**src/rtl/fetch_unit.sv**
```systemverilog
// Purpose: instruction fetch stage; owns the fetch PC, issues one word request at a time, buffers responses for decode.
// Latency: a granted word is pushed the cycle its rvalid arrives; it is visible at inst/inst_pc the next cycle.
// Backpressure: no request is issued while the buffer plus the in-flight word would overflow; a redirect flushes the buffer.
//
// Ports:
//   clk, rst                      single clock, synchronous active-high reset
//   branch_taken, branch_target   one-cycle redirect from the execute-stage branch unit
//   imem_req/addr/gnt             request handshake toward instruction memory (req & gnt = accepted)
//   imem_rvalid/rdata             response, earliest one cycle after the grant
//   inst_valid/ready, inst/pc     buffer head toward decode (valid & ready = pop)
module fetch_unit #(
    parameter logic [31:0] RESET_PC   = 32'h0000_0000,
    parameter int          FIFO_DEPTH = 4
) (
    input  logic        clk,
    input  logic        rst,
    input  logic        branch_taken,
    input  logic [31:0] branch_target,
    output logic        imem_req,
    output logic [31:0] imem_addr,
    input  logic        imem_gnt,
    input  logic        imem_rvalid,
    input  logic [31:0] imem_rdata,
    output logic        inst_valid,
    input  logic        inst_ready,
    output logic [31:0] inst,
    output logic [31:0] inst_pc
);

    localparam int PTR_W = $clog2(FIFO_DEPTH);
    localparam int CNT_W = PTR_W + 1;

    logic [31:0]      fetch_pc_q, fetch_pc_d;
    logic [31:0]      req_pc_q, req_pc_d;
    logic             outstanding_q, outstanding_d;
    logic             drop_q, drop_d;
    logic [PTR_W-1:0] rd_ptr_q, rd_ptr_d;
    logic [PTR_W-1:0] wr_ptr_q, wr_ptr_d;
    logic [CNT_W-1:0] count_q, count_d;

    // Buffer storage: no reset needed, validity is tracked by count_q.
    logic [31:0]      pc_buf_q   [FIFO_DEPTH];
    logic [31:0]      inst_buf_q [FIFO_DEPTH];

    logic grant;
    logic resp;
    logic push;
    logic pop;
    logic room;

    // Only the word-aligned part of the target is used.
    logic unused_tgt_bits;
    assign unused_tgt_bits = ^branch_target[1:0];

    // The in-flight word reserves a slot, so a push can never find the buffer full.
    assign room      = ((CNT_W+1)'(count_q) + (CNT_W+1)'(outstanding_q)) < (CNT_W+1)'(FIFO_DEPTH);
    assign imem_req  = !rst && !outstanding_q && room;
    assign imem_addr = fetch_pc_q;

    assign grant = imem_req && imem_gnt;
    assign resp  = imem_rvalid && outstanding_q;
    assign push  = resp && !drop_q && !branch_taken;
    assign pop   = inst_valid && inst_ready && !branch_taken;

    assign inst_valid = !rst && (count_q != '0);
    assign inst       = inst_buf_q[rd_ptr_q];
    assign inst_pc    = pc_buf_q[rd_ptr_q];

    always_comb begin
        fetch_pc_d    = fetch_pc_q;
        req_pc_d      = req_pc_q;
        outstanding_d = outstanding_q;
        drop_d        = drop_q;
        rd_ptr_d      = rd_ptr_q;
        wr_ptr_d      = wr_ptr_q;
        count_d       = count_q;

        if (grant) begin
            req_pc_d = fetch_pc_q;
        end

        if (branch_taken) begin
            fetch_pc_d = {branch_target[31:2], 2'b00};
            rd_ptr_d   = '0;
            wr_ptr_d   = '0;
            count_d    = '0;
            // A word still owed by memory (including one granted right now) is wrong-path.
            // A response landing in this very cycle is simply not pushed and needs no drop.
            outstanding_d = (outstanding_q && !resp) || grant;
            drop_d        = (outstanding_q && !resp) || grant;
        end else begin
            if (grant) begin
                outstanding_d = 1'b1;
                fetch_pc_d    = fetch_pc_q + 32'd4;
            end
            if (resp) begin
                outstanding_d = 1'b0;
                drop_d        = 1'b0;
            end
            if (push) begin
                wr_ptr_d = wr_ptr_q + PTR_W'(1);
            end
            if (pop) begin
                rd_ptr_d = rd_ptr_q + PTR_W'(1);
            end
            case ({push, pop})
                2'b10:   count_d = count_q + CNT_W'(1);
                2'b01:   count_d = count_q - CNT_W'(1);
                default: count_d = count_q;
            endcase
        end
    end

    always_ff @(posedge clk) begin
        if (rst) begin
            fetch_pc_q    <= RESET_PC;
            req_pc_q      <= RESET_PC;
            outstanding_q <= 1'b0;
            drop_q        <= 1'b0;
            rd_ptr_q      <= '0;
            wr_ptr_q      <= '0;
            count_q       <= '0;
        end else begin
            fetch_pc_q    <= fetch_pc_d;
            req_pc_q      <= req_pc_d;
            outstanding_q <= outstanding_d;
            drop_q        <= drop_d;
            rd_ptr_q      <= rd_ptr_d;
            wr_ptr_q      <= wr_ptr_d;
            count_q       <= count_d;
        end
    end

    always_ff @(posedge clk) begin
        if (!rst && push) begin
            pc_buf_q[wr_ptr_q]   <= req_pc_q;
            inst_buf_q[wr_ptr_q] <= imem_rdata;
        end
    end

endmodule

```
**config.mk**
```make
export PLATFORM = sky130hd
export DESIGN_NAME = fetch_unit
export DESIGN_NICKNAME = d
export VERILOG_FILES = /design/src/rtl/fetch_unit.sv
export SDC_FILE = /design/constraint.sdc
export NUM_CORES = 1
export LEC_CHECK = 0
export BUFFER_PORTS_ARGS = -buffer_cell sky130_fd_sc_hd__buf_4
export CAP_MARGIN = 10
export CORE_MARGIN = 5
export CORE_UTILIZATION = 40
export CTS_CLUSTER_DIAMETER = 60
export DETAILED_ROUTE_END_ITERATION = 7
export HOLD_SLACK_MARGIN = 0.02
export PLACE_DENSITY_LB_ADDON = 0.15
export SLEW_MARGIN = 40
export SYNTH_ARGS = -nofsm -noshare
export SYNTH_HDL_FRONTEND = slang
export SYNTH_SLANG_ARGS = --single-unit
```
**constraint.sdc**
```tcl
create_clock -name clk -period 4.2 [get_ports clk]
set_input_delay 0.84 -clock clk [delete_from_list [all_inputs] [get_ports clk]]
set_output_delay 0.84 -clock clk [all_outputs]
set_load 0.03 [all_outputs]
```
==> results of run 1 <==
worst min path at each step:
| stage | startpoint | endpoint | cells after the start |
|---|---|---|---|
| 2_1_floorplan | req_pc_q[10] | pc_buf_q[0][10] | 0 |
| 3_3_place_gp | req_pc_q[13] | req_pc_q[13] | 2 |
| 3_5_place_dp | req_pc_q[14] | req_pc_q[14] | 2 |
| 4_1_cts | req_pc_q[14] | req_pc_q[14] | 2 |
| 5_1_grt | imem_rdata[19] | inst_buf_q[2][19] | 1 |
| 6_report | req_pc_q[27] | req_pc_q[27] | 2 |
sequential cells by signal (all words and copies together) (netlist names), named ones only:
name           cells
pc_buf_q         120
drop_q             1
outstanding_q      1
imem_addr         30
inst_buf_q       128
req_pc_q          30
rd_ptr_q           2
count_q            3
wr_ptr_q           2
layer usage:
| layer | GRT usage (%) | routed length [um] | share of wire, % |
|---|---|---|---|
| met1 | 22.2 | 11700 | 45 |
| met2 | 24.4 | 12300 | 47 |
| met3 | 4.09 | 1960 | 7.4 |
| met4 | 3.49 | 369 | 1.4 |
| met5 | 0 | 0 | 0 |
through the flow:
step	area (um2)	instances
after global routing	15000	1312
final	15000	1312
after global placement	13900	1253
after detailed placement	13900	1255
after floorplan	12200	726
after CTS	15000	1312
cell usage after synthesis, drive strengths merged (2+ instances only):
cell / n
a211oi: 16
a21oi: 40
a311oi: 6
and2: 7
and3: 2
and4: 4
buf: 20
clkbuf: 23
dfxtp: 71
edfxtp: 248
ha: 6
inv: 7
mux2i: 5
mux4: 62
nand2: 79
nand2b: 2
nand3: 10
nand4: 5
nor2: 38
nor3: 15
nor3b: 3
nor4: 4
o21ai: 6
or3: 6
xnor2: 22
xor2: 5
layout make-up:
| cell class | count | area [um2] | area share [%] |
|---|---|---|---|
| clock buffer | 49 | 991 | 6.61 |
| clock inverter | 8 | 60.1 | 0.401 |
| inverter | 7 | 26.3 | 0.175 |
| multi-input combinational | 357 | 3140 | 20.9 |
| sequential | 319 | 8880 | 59.2 |
| tap | 396 | 495 | 3.31 |
| timing repair buffer | 176 | 1400 | 9.37 |
power by group:
part | switching [W] | internal [W] | leakage (nW)
combinational | 0.000176 | 0.000121 | 1.63
sequential | 0.0000526 | 0.00343 | 2.83
clock | 0.00112 | 0.00169 | 0.514
cell families (layout without fill, tap and decap cells):
logic type | after synthesis | in the layout | share of synthesized area [%]
AO/OA/AOI/OAI | 71 | 71 | 3.54
XOR/XNOR | 27 | 27 | 1.94
adder cells (fa/ha/maj) | 7 | 7 | 0.779
buffers and inverters | 50 | 240 | 1.88
flip-flops | 319 | 319 | 72.6
multiplexers | 67 | 67 | 11.8
other | 1 | 4 | 0.0307
AND/OR/NAND/NOR | 181 | 181 | 7.35
worst max-delay path, stage by stage, from the launching register on:
cell and delay, ns:
dfxtp_4 0.77, buf_4 0.36, mux4_2 0.54, buf_4 0.18
==> impl_metrics.json, run 1 <==
{
  "path_clk_slew_ns": 0.06,
  "drive_gt1_share_pct": 32.9,
  "fin_ws_ns": 0.992,
  "diodes": 0,
  "fill_cells": 2585,
  "maxSlewViolCount": 0,
  "reg2reg_from": "count_q[2]",
  "critPathCapture": "inst[10]",
  "final-setup-viol-count": 0,
  "syn_avg_cell_area_um2": 16.9,
  "cp-start-kind": "flip-flop",
  "cts_tree": "built",
  "fin_crit_sh_pct": 76.4,
  "synth_area_um2": 12200,
  "yosys.cell_types.count": 48,
  "die-area_um2": 34100,
  "ant_nets": 0,
  "synth_ff_type": "edfxtp_1",
  "r2r_end": "count_q[2]",
  "rsz0062_at_grt": "false",
  "period_minus_slack_ns": 3.21,
  "p_total_w": 0.00660,
  "syn_inst": 723,
  "layout.nets": 973,
  "cts_buffer_depth": 3,
  "reg2reg_depth": 8,
  "grt_pass1_vias": 6929,
  "power_density_nw_per_um2": 440,
  "cp_data_required_time_ns": 3.36,
  "critPathArrivalTime_ns": 2.37,
  "wl_per_cell_um": 20.1,
  "cts-buffers-inserted": 35,
  "routabilityCongestion": 0.769,
  "hp-class": "reg -> reg",
  "portBuffers": 161,
  "ir_drop_mv": 0.185,
  "finClkSkew_ns": 0.0109,
  "vias": 6710,
  "pin_count": 168,
  "core_um2": 30300,
  "hpwl_mm": 16.5,
  "fmax_ghz": 0.312,
  "cts_hold_buf": 0,
  "cts.sinks": 319,
  "setup-tns-final_ns": 0,
  "grt_overflow": 0,
  "clockRootBuffer": "clkbuf_16",
  "fin_hold_ws_ns": 0.492,
  "h-tree-depth": 2,
  "clk_latency_ns": 0.50,
  "die_y_um": 185,
  "ys_ff_latch": 319,
  "drc": 0,
  "drtIter0Drc": 321,
  "leakagePower_nw": 4.97,
  "drv_cap": 0,
  "async_reset_ff_share_pct": 0,
  "start_util_pct": 40.2,
  "cts_setup_buffers": 0,
  "via_per_inst": 5.11,
  "final_util_pct": 49.4,
  "grt_max_degree": 44,
  "path_max_fanout": 28,
  "critical_path_class": "reg -> out",
  "cts_resized": 0,
  "synth_top_area_share_pct": 61.0,
  "synth_largest_area_cell": "edfxtp_1",
  "r2r_setup_slack_ns": 1.78,
  "seq_area_frac_synth_pct": 72.6,
  "grt_usage_pct": 15.6,
  "worst_slew_pin_slew_ns": 0.806,
  "mostFrequentLayoutCell": "edfxtp_1",
  "worstSetupEndpointType": "output pin",
  "hold_viol": 0,
  "preCtsSetupSlack_ns": 0.914,
  "outcome": "finished clean",
  "die_x_um": 185,
  "grt_pass1_wl_mm": 41.0,
  "rows": 64,
  "synth_edf_count": 248,
  "routed_wl_mm": 26.3,
  "antenna_found_initial": 0,
  "first_pass_iters": 4,
  "relSlewSlack_pct": 46.3,
  "area_growth_pct": 22.8,
  "synth.top_cells.by_area": "edfxtp_1 61%, dfxtp_1 12%, mux4_2 11%",
  "yosysWarnings": 0,
  "final_cell_mix": "248 x edfxtp_1, 170 x buf_4, 78 x nand2_1"
}
Note: power is estimated with default switching activity, not from simulation.
==> run 2, diff against run 1 <==
--- a/config.mk
+++ b/config.mk
@@ -5,6 +5,7 @@
 export SDC_FILE = /design/constraint.sdc
 export NUM_CORES = 1
 export LEC_CHECK = 0
+export ABC_AREA = 1
 export BUFFER_PORTS_ARGS = -buffer_cell sky130_fd_sc_hd__buf_4
 export CAP_MARGIN = 10
 export CORE_MARGIN = 5
==> constraint.sdc (replaced) <==
create_clock -name clk -period 2.9 [get_ports clk]
set_input_delay 0.58 -clock clk [delete_from_list [all_inputs] [get_ports clk]]
set_output_delay 0.58 -clock clk [all_outputs]
set_load 0.03 [all_outputs]
==> run 2 against run 1 <==
Sequential share of layout area fell by 2.8 points. Global-route usage up 1.2 points. Via count grew 32%. Flip-flop and latch count stayed put. Critical path depth rose by 1. Synthesized area up 5.7%. Largest cell class unchanged.
==> impl_metrics.json, run 2 <==
{
  "ys_ff_latch": 319,
  "drv_cap": 0,
  "worst_slew_pin_slew_ns": 0.559,
  "p_total_w": 0.00986,
  "synth_top_area_share_pct": 57.7,
  "cts_buffer_depth": 3,
  "area_growth_pct": 21.9,
  "yosys.cell_types.count": 37,
  "ant_nets": 0,
  "final_util_pct": 49.6,
  "mostFrequentLayoutCell": "edfxtp_1",
  "routabilityCongestion": 0.849,
  "diodes": 0,
  "hp-class": "in -> reg",
  "rsz0062_at_grt": "false",
  "worstSetupEndpointType": "output pin",
  "drc": 0,
  "path_max_fanout": 124,
  "synth_ff_type": "edfxtp_1",
  "cts-buffers-inserted": 36,
  "cp-start-kind": "flip-flop",
  "fmax_ghz": 0.377,
  "cts.sinks": 319,
  "syn_inst": 1155,
  "rows": 65,
  "clockRootBuffer": "clkbuf_16",
  "synth_area_um2": 12900,
  "final_cell_mix": "248 x edfxtp_1, 181 x nor2_1, 173 x buf_4",
  "start_util_pct": 40.7,
  "async_reset_ff_share_pct": 0,
  "critical_path_class": "reg -> out",
  "design_area_um2": 15700,
  "first_pass_iters": 5,
  "vias": 8836,
  "ir_drop_mv": 0.360,
  "synth.top_cells.by_area": "edfxtp_1 58%, dfxtp_1 11%, o21ai_0 6.5%",
  "reg.largest.list": "inst_buf_q x128, pc_buf_q x120",
  "fill_cells": 2892,
  "drive_gt1_share_pct": 20.8,
  "reg2reg_depth": 5,
  "hold_viol": 0,
  "fin_crit_sh_pct": 91.5,
  "die-area_um2": 36000,
  "pin_count": 168,
  "portBuffers": 161,
  "cp_slowest_cell": "buf_12",
  "reg2reg_from": "outstanding_q",
  "r2r_end": "inst_buf_q[2][22]",
  "grt_overflow": 0,
  "yosysWarnings": 0,
  "relSlewSlack_pct": 62.7,
  "grt_max_degree": 125,
  "outcome": "finished clean",
  "core_um2": 31700,
  "final-setup-viol-count": 0,
  "synth_common_cells": "248 x edfxtp_1, 185 x nor2_1, 168 x o21ai_0",
  "critPathArrivalTime_ns": 2.07,
  "synth_edf_count": 248,
  "cp_data_required_time_ns": 2.32,
  "wl_per_cell_um": 17.7,
  "largest_reg_flops": 128,
  "maxSlewViolCount": 0,
  "max_stage_delay_ns": 0.38,
  "cts_hold_buf": 0,
  "path_clk_slew_ns": 0.06,
  "layout.nets": 1390,
  "drtIter0Drc": 620,
  "die_y_um": 190,
  "syn_avg_cell_area_um2": 11.2,
  "power_density_nw_per_um2": 627,
  "grt_pass1_wl_mm": 48.4,
  "antenna_found_initial": 0,
  "cts_tree": "built",
  "clk_latency_ns": 0.51,
  "top_register": "inst_buf_q",
  "min_from": "imem_rdata[22]",
  "hold_end": "inst_buf_q[0][22]",
  "period_minus_slack_ns": 2.65,
  "seq_area_frac_synth_pct": 68.7,
  "setup-tns-final_ns": 0,
  "r2r_setup_slack_ns": 1.03,
  "synth_largest_area_cell": "edfxtp_1",
  "hpwl_mm": 18.9,
  "crit_chain": "buf_12 -> o21ai_0 -> o22ai_1 -> buf_4",
  "grt_pass1_vias": 8715,
  "via_per_inst": 5.08,
  "leakagePower_nw": 5.70,
  "die_x_um": 190,
  "h-tree-depth": 2,
  "finClkSkew_ns": 0.0105,
  "grt_usage_pct": 16.8,
  "routed_wl_mm": 30.8,
  "hold_path_depth": 1,
  "placed_cell_area_um2": 14600,
  "synth_most_common_cell": "edfxtp_1"
}
run 2: routing by layer:
metal | vias to the layer above | part of all wire, % | global-route usage (%)
li1 | 4362 | - | -
met1 | 4200 | 47 | 24.1
met2 | 232 | 46 | 27.1
met3 | 42 | 5.1 | 2.97
met4 | 0 | 1.6 | 3.70
met5 | - | 0 | 0
run 2: cells by family (layout without fill, tap and decap cells):
kind of cell             count (synthesis)  in the layout  synth area share [%]
flip-flops                             319            319                  68.7
AO/OA/AOI/OAI                          298            298                  12.4
adder cells (fa/ha/maj)                  7              7                 0.737
other                                    1              4                0.0291
AND/OR/NAND/NOR                        390            390                  13.2
buffers and inverters                  132            313                  4.46
XOR/XNOR                                 8              8                 0.543
run 2: worst max-delay path, delay by kind of cell, from the launching register on:
kind	cells	cell delay, ns
buffers and inverters	2	0.61
flip-flops	1	0.36
AO/OA/AOI/OAI	2	0.53
run 2: worst max path at each step:
stage	startpoint	slack (ns)	cells past startpoint	end
after floorplan	rst	-0.27	5	inst_buf_q[0][0]
after global placement	rst	0.39	13	count_q[2]
after detailed placement	rst	0.38	13	count_q[2]
after CTS	flip-flop	0.01	4	inst_pc[15]
after global routing	flip-flop	0.09	5	inst[13]
final	flip-flop	0.25	4	inst_pc[15]
run 2: repair_timing:
item | 4_1_cts | 5_1_grt
buffers inserted | 0 | 0
endpoints found under the setup margin | 0 | 2
gates resized for setup | 0 | 1
run 2: through the flow:
stage	cells	hold WS, ns	worst slack (ns)
after floorplan	1158	0.436	-0.274
after global placement	1677	0.453	0.386
after detailed placement	1677	0.463	0.382
after CTS	1741	0.251	0.0124
after global routing	1741	0.251	0.0927
final	1741	0.273	0.245
run 2: area by class of cell:
cell class              instances  area [um2]  area share (%)
flip-flops and latches        319        8870            56.4
inverters                      67         259            1.65
well taps                     402         503            3.20
clock buffers                  48         977            6.21
repair buffers                182        1470            9.35
multi-input cells             707        3500            22.3
clock inverters                16         143           0.907
run 2: where the power goes:
part	internal (W)	switching, W
sequential	0.00499	0.0000909
combinational	0.000178	0.000295
clock	0.00256	0.00174
total	0.00773	0.00213
